## src/rtl/mem_stage_lsu.sv

```systemverilog
// Memory-stage load/store engine: issues one aligned doubleword request per
// EX/MEM load/store, stalls the pipe until it completes, and formats load data.
module mem_stage_lsu #(
  parameter int unsigned ADDR_W = 64,
  parameter int unsigned DATA_W = 64
) (
  input  logic              clock,
  input  logic              reset_n,
  input  logic              op_valid,
  input  logic              is_load,
  input  logic              is_store,
  input  logic              is_unsigned,
  input  logic [3:0]        ls_size,
  input  logic [ADDR_W-1:0] ls_address,
  input  logic [DATA_W-1:0] store_data,
  input  logic              ext_stall,
  input  logic              flush,
  output logic              mem_stall,
  output logic              misalign_err,
  output logic              req_valid,
  input  logic              req_ready,
  output logic              req_write,
  output logic [ADDR_W-1:0] req_addr,
  output logic [DATA_W-1:0] req_wdata,
  output logic [7:0]        req_wmask,
  input  logic              resp_valid,
  input  logic [DATA_W-1:0] resp_rdata,
  output logic [DATA_W-1:0] opload_read_data_wb
);

  localparam int unsigned LANES = DATA_W / 8;
  localparam int unsigned OFF_W = 3;

  typedef enum logic [1:0] {ST_IDLE, ST_REQ, ST_WAIT, ST_DONE} state_t;
  typedef enum logic [1:0] {SZ_B, SZ_H, SZ_W, SZ_D} lsz_t;

  state_t            state;
  state_t            state_next;
  lsz_t              size_c;
  lsz_t              lat_size;
  logic [OFF_W-1:0]  off_c;
  logic [OFF_W-1:0]  lat_off;
  logic              lat_uns;
  logic              flush_pending;
  logic              misaligned_c;
  logic              mem_op_c;
  logic              issue_c;
  logic              bad_c;
  logic              kill_c;
  logic              load_wr_c;
  logic [LANES-1:0]  base_mask_c;
  logic [DATA_W-1:0] shifted_c;
  logic [DATA_W-1:0] load_fmt_c;

  // Size decode; anything that is not one-hot behaves as a doubleword.
  always_comb begin
    size_c = SZ_D;
    case (ls_size)
      4'b0001: size_c = SZ_B;
      4'b0010: size_c = SZ_H;
      4'b0100: size_c = SZ_W;
      default: size_c = SZ_D;
    endcase
  end

  assign off_c = ls_address[OFF_W-1:0];

  // Natural-alignment check and byte-enable pattern before lane shift.
  always_comb begin
    misaligned_c = 1'b0;
    base_mask_c  = LANES'(8'hFF);
    case (size_c)
      SZ_B: begin misaligned_c = 1'b0;         base_mask_c = LANES'(8'h01); end
      SZ_H: begin misaligned_c = off_c[0];     base_mask_c = LANES'(8'h03); end
      SZ_W: begin misaligned_c = |off_c[1:0];  base_mask_c = LANES'(8'h0F); end
      SZ_D: begin misaligned_c = |off_c;       base_mask_c = LANES'(8'hFF); end
      default: begin misaligned_c = |off_c;    base_mask_c = LANES'(8'hFF); end
    endcase
  end

  assign mem_op_c  = reset_n & op_valid & (is_load | is_store) & ~flush;
  assign issue_c   = (state == ST_IDLE) & mem_op_c & ~misaligned_c;
  assign bad_c     = (state == ST_IDLE) & mem_op_c & misaligned_c;
  assign kill_c    = flush_pending | flush;
  assign load_wr_c = (state == ST_WAIT) & resp_valid & ~req_write & ~kill_c;

  always_ff @(posedge clock or negedge reset_n) begin
    if (!reset_n) state <= ST_IDLE;
    else          state <= state_next;
  end

  always_comb begin
    state_next = state;
    case (state)
      ST_IDLE: if (issue_c) state_next = ST_REQ;
      ST_REQ:  if (req_ready) state_next = ST_WAIT;
      ST_WAIT: if (resp_valid) state_next = kill_c ? ST_IDLE : ST_DONE;
      ST_DONE: if (flush || !ext_stall) state_next = ST_IDLE;
      default: state_next = ST_IDLE;
    endcase
  end

  // IDLE stall is combinational so the EX/MEM register freezes on the issue cycle.
  always_comb begin
    mem_stall = 1'b0;
    req_valid = 1'b0;
    case (state)
      ST_IDLE: mem_stall = issue_c;
      ST_REQ:  begin mem_stall = 1'b1; req_valid = 1'b1; end
      ST_WAIT: mem_stall = 1'b1;
      ST_DONE: mem_stall = 1'b0;
      default: mem_stall = 1'b0;
    endcase
  end

  // Request fields are captured once at issue and held until the next issue.
  always_ff @(posedge clock or negedge reset_n) begin
    if (!reset_n) begin
      req_addr  <= '0;
      req_wdata <= '0;
      req_wmask <= '0;
      req_write <= 1'b0;
      lat_size  <= SZ_D;
      lat_off   <= '0;
      lat_uns   <= 1'b0;
    end else if (issue_c) begin
      req_addr  <= {ls_address[ADDR_W-1:OFF_W], {OFF_W{1'b0}}};
      req_wdata <= store_data << {off_c, 3'b000};
      req_wmask <= base_mask_c << off_c;
      req_write <= is_store;
      lat_size  <= size_c;
      lat_off   <= off_c;
      lat_uns   <= is_unsigned;
    end
  end

  always_ff @(posedge clock or negedge reset_n) begin
    if (!reset_n)                                     flush_pending <= 1'b0;
    else if (state_next == ST_IDLE || issue_c)        flush_pending <= 1'b0;
    else if (flush && (state == ST_REQ || state == ST_WAIT)) flush_pending <= 1'b1;
  end

  always_ff @(posedge clock or negedge reset_n) begin
    if (!reset_n) misalign_err <= 1'b0;
    else          misalign_err <= bad_c;
  end

  // Lane-align the returned doubleword and extend to the access size.
  always_comb begin
    shifted_c  = resp_rdata >> {lat_off, 3'b000};
    load_fmt_c = shifted_c;
    case (lat_size)
      SZ_B: load_fmt_c = {{(DATA_W-8){~lat_uns & shifted_c[7]}},   shifted_c[7:0]};
      SZ_H: load_fmt_c = {{(DATA_W-16){~lat_uns & shifted_c[15]}}, shifted_c[15:0]};
      SZ_W: load_fmt_c = {{(DATA_W-32){~lat_uns & shifted_c[31]}}, shifted_c[31:0]};
      default: load_fmt_c = shifted_c;
    endcase
  end

  always_ff @(posedge clock or negedge reset_n) begin
    if (!reset_n)       opload_read_data_wb <= '0;
    else if (load_wr_c) opload_read_data_wb <= load_fmt_c;
  end

endmodule

```

## config.mk

```make
export PLATFORM = sky130hd
export DESIGN_NAME = mem_stage_lsu
export DESIGN_NICKNAME = d
export VERILOG_FILES = /design/src/rtl/mem_stage_lsu.sv
export SDC_FILE = /design/constraint.sdc
export NUM_CORES = 1
export LEC_CHECK = 0
export ABC_AREA = 0
export BUFFER_PORTS_ARGS = -buffer_cell sky130_fd_sc_hd__buf_2
export CORE_MARGIN = 2
export CORE_UTILIZATION = 44
export CTS_BUF_LIST = sky130_fd_sc_hd__clkbuf_4 sky130_fd_sc_hd__clkbuf_8
export DETAILED_ROUTE_END_ITERATION = 6
export PLACE_DENSITY = 0.72
export SYNTH_ARGS = -nofsm -noshare
export SYNTH_HDL_FRONTEND = slang
export SYNTH_SLANG_ARGS = --single-unit
```

## constraint.sdc

```tcl
create_clock -name clock -period 2.9 [get_ports clock]
set_input_delay 0 -clock clock [delete_from_list [all_inputs] [get_ports clock]]
set_output_delay 0 -clock clock [all_outputs]
set_load 0.005 [all_outputs]
```

==> key figures, run 1 <==
Place
  – Post-DP HPWL: 27880 µm
  – GPL Wtd Cong: 0.9217
  – IO buf count: 406

CTS
  – CTS Buffer Depth: 3
  – Clock buffer count from CTS: 39
  – Clock-pin slew on the worst setup and hold paths: 0.06 ns
  – Clk sinks: 208
  – TritonCTS clock tree: done
  – Clock H-tree levels: 2
  – Clock latency on the worst-skew pair: 0.54 ns
  – Root buf cell: clkbuf_8

Timing
  – Final setup fails: 0
  – Fmax: 368.1 MHz
  – Slew HR: 34.24%
  – Final clock period utilization by the worst path: 93.68%
  – Least-Margin Pin Slew: 0.9853 ns
  – TNS Setup: 0 ns
  – Final hold vios: 0
  – Clock Skews: 0.02301 ns
  – WHS: 0.008342 ns
  – Min Tclk post-route: 2.717 ns
  – RSZ-0062 raised after global routing: false
  – Final Max Slew Viols: 0

Yosys
  – Syn Area/Cell: 10.42 µm²
  – Xor-xnor portion of the synthesized cell area: 0.1525%
  – Post-Syn Instances: 1102
  – Synth cell types: 67
  – Ys Warns: 0
  – Post-synthesis sequential area ratio: 45.34%
  – Largest family of logic cells by synthesized area: multiplexers
  – EDFF count, synth: 0
  – Simple-gate share of the synthesized area: 11.26%
  – Compound-Gate Fraction of Synth Area: 14.53%
  – Mapped Area: 11490 µm²
  – FFs w/ async S/R, synth: 100.0%
  – Post-synthesis adder-cell area fraction: 0.4357%
  – Synth Flop Type: dfrtp_1
  – Yosys reg bits: 208
  – Mux share of post-synthesis cell area: 23.10%

Finish
  – Area Growth Syn to Fin: 37.31%
  – Layout cell share with drive strength beyond 1: 37.14%
  – Fin nets: 1805
  – Fill cells: 2137
  – Multi-input gate area: 5705 µm²
  – Register area: 5210 µm²

Min path
  – Worst Hold Depth: 5
  – HP Class: input pin to flop
  – Destination of the worst hold path: lat_size[0]
  – Hold_sp: op_valid

Detailed routing
  – Residual DRC: 0
  – Post-Route WL: 41110 µm
  – Antenna Violating Nets Remaining: 0
  – Detailed-route via count: 11050
  – Starting DRT DRC Count: 1173
  – WL/cell: 20.98 µm
  – TritonRoute pass-1 iters: 5
  – Drt via density: 5.638

Flow run
  – Max cap viols: 0

Power and ir drop
  – Leakage: 7.703 nW
  – Power per Cell Area: 844.1 nW/µm²
  – Max IR drop VDD: 529.8 µV

GRT
  – Initial antenna violation count: 4
  – GRT Residual Overflow: 0
  – First-pass GRT wire length: 60120 µm
  – Vias in the first global route: 10640
  – Largest net degree at the start of global routing: 82
  – GRT Overall Usage: 28.62%

Setup path
  – R2r setup slk: 0.20 ns
  – Worst Path Required: 3.36 ns
  – Arrival time at the worst endpoint: 3.18 ns
  – Crit path capture type: flop
  – Crit Path Max Fanout: 81
  – FF-to-FF Start: state[0]
  – R2R Path End: req_wdata[18]
  – Critical path startpoint category: input pin
  – CP Class: input pin to flop
  – R2R cell count: 7

Die
  – Core Box Area: 25840 µm²
  – Starting Density: 44.46%
  – Die area: 27410 µm²
  – Die width: 165.6 µm
  – Site Rows: 59
  – Die Ht: 165.6 µm
  – Number of placed I/O pins: 410

Run status
  – Status: finished, final reports clean
[metrics by stage]
step	power, mW	setup slack [ns]	utilization [%]	instances	area, µm²
2_1_floorplan	7.649	0.6861	-	1104	11490
3_3_place_gp	9.826	0.6021	53.00	1768	13690
3_5_place_dp	9.960	0.5239	53.00	1768	13690
4_1_cts	13.25	0.1475	60.98	1956	15760
5_1_grt	14.11	0.008683	61.03	1959	15770
6_report	13.31	0.1833	61.04	1960	15770
[Yosys cell counts (all sizes together) (18+ instances only)]
master,instances,share of area [%]
a21oi,41,1.9
nand2,72,2.4
nand2b,18,0.98
dfrtp,206,45
o21ai,58,2.5
a31oi,59,3.2
inv,21,0.69
nor2,120,4.1
buf,46,2.8
mux2,124,12
mux2i,105,9.2
clkbuf,51,1.7
[power breakdown]
group          switching, mW  internal (mW)  total (mW)
logic                   2.86           2.56        5.42
clock network           1.28           1.83        3.11
registers              0.732           4.05        4.78
[worst max-delay path: stages]
cell,delay [ns]
dlygate4sd3_1,0.52
buf_2,0.18
buf_6,0.44
clkinv_1,0.44
nor2_1,0.53
a21oi_1,0.17
o31ai_1,0.24
dlygate4sd3_1,0.60
[flip-flops by register name (all words and copies together) (netlist names)]
name,count
lat_size,2
req_wdata,64
lat_uns,1
misalign_err,1
req_wmask,8
lat_off,3
req_addr,61
opload_read_data_wb,64
flush_pending,1
state,2
req_write,1
[how the worst max path moves through the flow]
| stage | start | endpoint | slack, ns | cells past startpoint |
|---|---|---|---|---|
| 6_report | ls_address[1] | req_wdata[18] | 0.18 | 8 |
| 3_5_place_dp | state[0] | req_addr[13] | 0.52 | 7 |
| 2_1_floorplan | state[0] | req_addr[18] | 0.69 | 9 |
| 3_3_place_gp | state[0] | req_wdata[36] | 0.60 | 7 |
| 4_1_cts | state[0] | req_wdata[18] | 0.15 | 7 |
| 5_1_grt | state[0] | req_wdata[18] | 0.009 | 7 |
[area by class of cell]
cell class / count / area share (%)
inverters: 22 / 0.5236
well taps: 335 / 2.658
multi-input cells: 777 / 36.18
diodes: 4 / 0.06347
repair buffers: 547 / 22.16
clock buffers: 63 / 5.101
clock inverters: 4 / 0.2856
flip-flops and latches: 208 / 33.03
[timing repair]
action,4_1_cts,5_1_grt
resized for setup,0,2
setup buffers,0,0
hold buffers,121,0
setup endpoints to repair,0,1
endpoints found under the hold margin,349,0
[cell usage in the layout, fill, tap and decap left out, types with 10 or more instances in the layout]
| master | Yosys | layout |
|---|---|---|
| nand2_1 | 71 | 71 |
| buf_2 | 25 | 405 |
| nand2b_1 | 18 | 18 |
| buf_4 | 8 | 12 |
| dlygate4sd3_1 | 0 | 121 |
| o21ai_0 | 53 | 53 |
| nor4_1 | 15 | 15 |
| a31oi_1 | 59 | 59 |
| nand3_1 | 13 | 13 |
| mux2i_1 | 105 | 105 |
| nor2_1 | 118 | 117 |
| dfrtp_1 | 206 | 204 |
| inv_1 | 21 | 21 |
| mux2_2 | 77 | 77 |
| clkbuf_4 | 0 | 10 |
| o22a_1 | 14 | 14 |
| nor2b_1 | 15 | 14 |
| o31ai_1 | 16 | 16 |
| clkbuf_8 | 0 | 53 |
| a21oi_1 | 40 | 40 |
| mux2_1 | 40 | 40 |
| a21o_1 | 10 | 10 |
[logic make-up after synthesis]
logic type | after synthesis
simple gates | 278
mux | 237
other cells | 1
flops | 208
compound gates | 253
xor+xnor | 2
fa+ha+maj | 4
buf+inv | 119
[layer usage]
| metal | share of wire [%] | global-route usage [%] | vias up | wire (µm) |
|---|---|---|---|---|
| met3 | 9.3 | 7.293 | 128 | 3803 |
| met1 | 39 | 35.68 | 5283 | 15980 |
| met4 | 4.6 | 12.89 | 0 | 1905 |
| li1 | - | - | 5000 | - |
| met2 | 47 | 46.77 | 639 | 19430 |
| met5 | 0 | 0.5682 | - | 0 |
No activity file was read; power rests on OpenSTA's default activity.
==> run 2: changes to the inputs <==
--- a/config.mk
+++ b/config.mk
@@ -7,6 +7,7 @@
 export LEC_CHECK = 0
 export ABC_AREA = 0
 export BUFFER_PORTS_ARGS = -buffer_cell sky130_fd_sc_hd__buf_2
+export CORE_ASPECT_RATIO = 0.7
 export CORE_MARGIN = 2
 export CORE_UTILIZATION = 44
 export CTS_BUF_LIST = sky130_fd_sc_hd__clkbuf_4 sky130_fd_sc_hd__clkbuf_8
==> constraint.sdc (replaced) <==
create_clock -name clock -period 3.12 [get_ports clock]
set_input_delay 0 -clock clock [delete_from_list [all_inputs] [get_ports clock]]
set_output_delay 0 -clock clock [all_outputs]
set_load 0.005 [all_outputs]
==> run 2 against run 1 <==
  * Final cell count unchanged
  * Critical path depth down 2
  * Clock skew up 0.0022 ns
  * Critical path type is now flop to flop
  * Count of clock-buffer cells in the layout down 6
  * Worst setup slack better by 0.065 ns
  * Sequential share of layout area down 0.071 points
==> key figures, run 2 (synthesis results as in run 1) <==
Timing
  – Final hold vios: 0
  – Least-Margin Pin Slew: 1.076 ns
  – Final setup fails: 0
  – RSZ-0062 raised after global routing: false
  – Min Tclk post-route: 2.872 ns
  – Final Max Slew Viols: 0
  – Final clock period utilization by the worst path: 92.04%
  – Slew HR: 28.21%
  – TNS Setup: 0 ns
  – Clock Skews: 0.02524 ns
  – Fmax: 348.2 MHz

Setup path
  – CP max stage delay: 0.59 ns
  – Crit-path leading delay family: buffers and inverters
  – Arrival time at the worst endpoint: 3.35 ns
  – CP Class: flop to flop
  – CP bufs+invs: 3
  – Crit Path Max Fanout: 57
  – Critical path startpoint category: flop
  – Worst path most repeated cell: dlygate4sd3_1
  – Worst Path Required: 3.60 ns
  – Crit path capture type: flop
  – Critical path, cell by cell: buf_6, mux2i_1, dlygate4sd3_1, a211o_1, dlygate4sd3_1, a31oi_1
  – CP max stage cell: dlygate4sd3_1

GRT
  – Initial antenna violation count: 3
  – First-pass GRT wire length: 63250 µm
  – Largest net degree at the start of global routing: 82
  – GRT Overall Usage: 29.87%
  – Vias in the first global route: 10900
  – GRT Residual Overflow: 0

Die
  – Starting Density: 44.71%
  – Die Ht: 139.2 µm
  – Die area: 27430 µm²
  – Die width: 197.1 µm
  – Core Box Area: 25690 µm²
  – Number of placed I/O pins: 410
  – Site Rows: 49

Detailed routing
  – Drt via density: 5.778
  – Antenna Violating Nets Remaining: 0
  – Residual DRC: 0
  – Starting DRT DRC Count: 1013
  – Post-Route WL: 42160 µm
  – TritonRoute pass-1 iters: 5
  – WL/cell: 21.51 µm
  – Detailed-route via count: 11330

Min path
  – HP Class: input pin to async pin

CTS
  – Root buf cell: clkbuf_8
  – Clock-pin slew on the worst setup and hold paths: 0.07 ns
  – Postcts setup bufs: 0
  – Clock buffer count from CTS: 37
  – CTS Buffer Depth: 3
  – TritonCTS clock tree: done
  – Clock latency on the worst-skew pair: 0.55 ns
  – Clk sinks: 208
  – Clock H-tree levels: 2

Finish
  – Fin nets: 1811
  – Top flop regs: opload_read_data_wb x64, req_wdata x64, req_addr x61
  – Layout cell share with drive strength beyond 1: 37.00%
  – Area Growth Syn to Fin: 37.60%
  – Most frequent cells in the layout: buf_2 (405), dfrtp_1 (204), dlygate4sd3_1 (126)
  – Layout Cells excl Fill: 1960
  – Commonest non-fill, non-tap cell in the layout: buf_2

Run status
  – Status: finished, final reports clean

Place
  – Cell Count Post-Placement: 1766
  – Post-DP HPWL: 29020 µm
  – GPL Wtd Cong: 0.9944
  – IO buf count: 406

Power and ir drop
  – Max IR drop VDD: 575.1 µV
  – Leakage: 7.723 nW
  – Power per Cell Area: 791.1 nW/µm²

Flow run
  – Max cap viols: 0
## run 2: routing by layer
metal / wire (µm) / up-vias / share of wire (%) / track usage (%)
li1: - / 5015 / - / -
met1: 17330 / 5482 / 41 / 40.44
met4: 1796 / 0 / 4.3 / 12.74
met3: 4680 / 128 / 11 / 9.460
met2: 18340 / 700 / 44 / 44.13
met5: 0 / - / 0 / 0
## run 2: area by class of cell
type,instances,area (µm²)
well taps,331,414.1
diodes,2,5.005
repair buffers,555,3530
multi-input cells,777,5703
clock inverters,8,120.1
flip-flops and latches,208,5210
clock buffers,57,740.7
fillers,2079,9883
inverters,22,82.58
## run 2: final timing paths
check	start	end	slack, ns	cells after the start
worst min-delay path	reset_n	req_addr[7]	0.03	3
min in group clock	store_data[62]	req_wdata[62]	0.04	6
worst min register to register	req_wdata[27]	req_wdata[27]	0.48	1
worst max register to register	lat_off[1]	opload_read_data_wb[2]	0.25	6
worst max-delay path	lat_off[1]	opload_read_data_wb[2]	0.25	6
max in group asynchronous	reset_n	req_wdata[31]	1.57	4
## run 2: where the power goes
part           internal [mW]  leakage, nW  switching, mW  total, mW
sequential              3.76         2.60          0.706       4.47
combinational           2.38         4.67           2.70       5.08
clock                   1.76        0.446           1.19       2.95
total                   7.91         7.72           4.59       12.5
## run 2: what timing repair did
item	in CTS	in global routing
resized for setup	0	1
hold buffers	127	0
hold endpoints to repair	287	0
setup endpoints to repair	0	1
## run 2: stage by stage
step | utilization, % | worst slack [ns] | hold WS (ns) | power [mW] | cell area (µm²)
2_1_floorplan | - | 0.9061 | -0.2956 | 7.109 | 11490
3_3_place_gp | 53.15 | 0.8634 | -0.1159 | 9.174 | 13650
3_5_place_dp | 53.15 | 0.7591 | -0.1104 | 9.296 | 13650
4_1_cts | 61.49 | 0.1007 | 0.0003235 | 12.47 | 15800
5_1_grt | 61.53 | 0.1497 | 0.03944 | 13.25 | 15810
6_report | 61.53 | 0.2482 | 0.03278 | 12.50 | 15810
## run 2: tightest hold or removal path, cell delays in order
cell,delay [ns]
dlygate4sd3_1,0.56
buf_8,0.15
buf_12,0.20
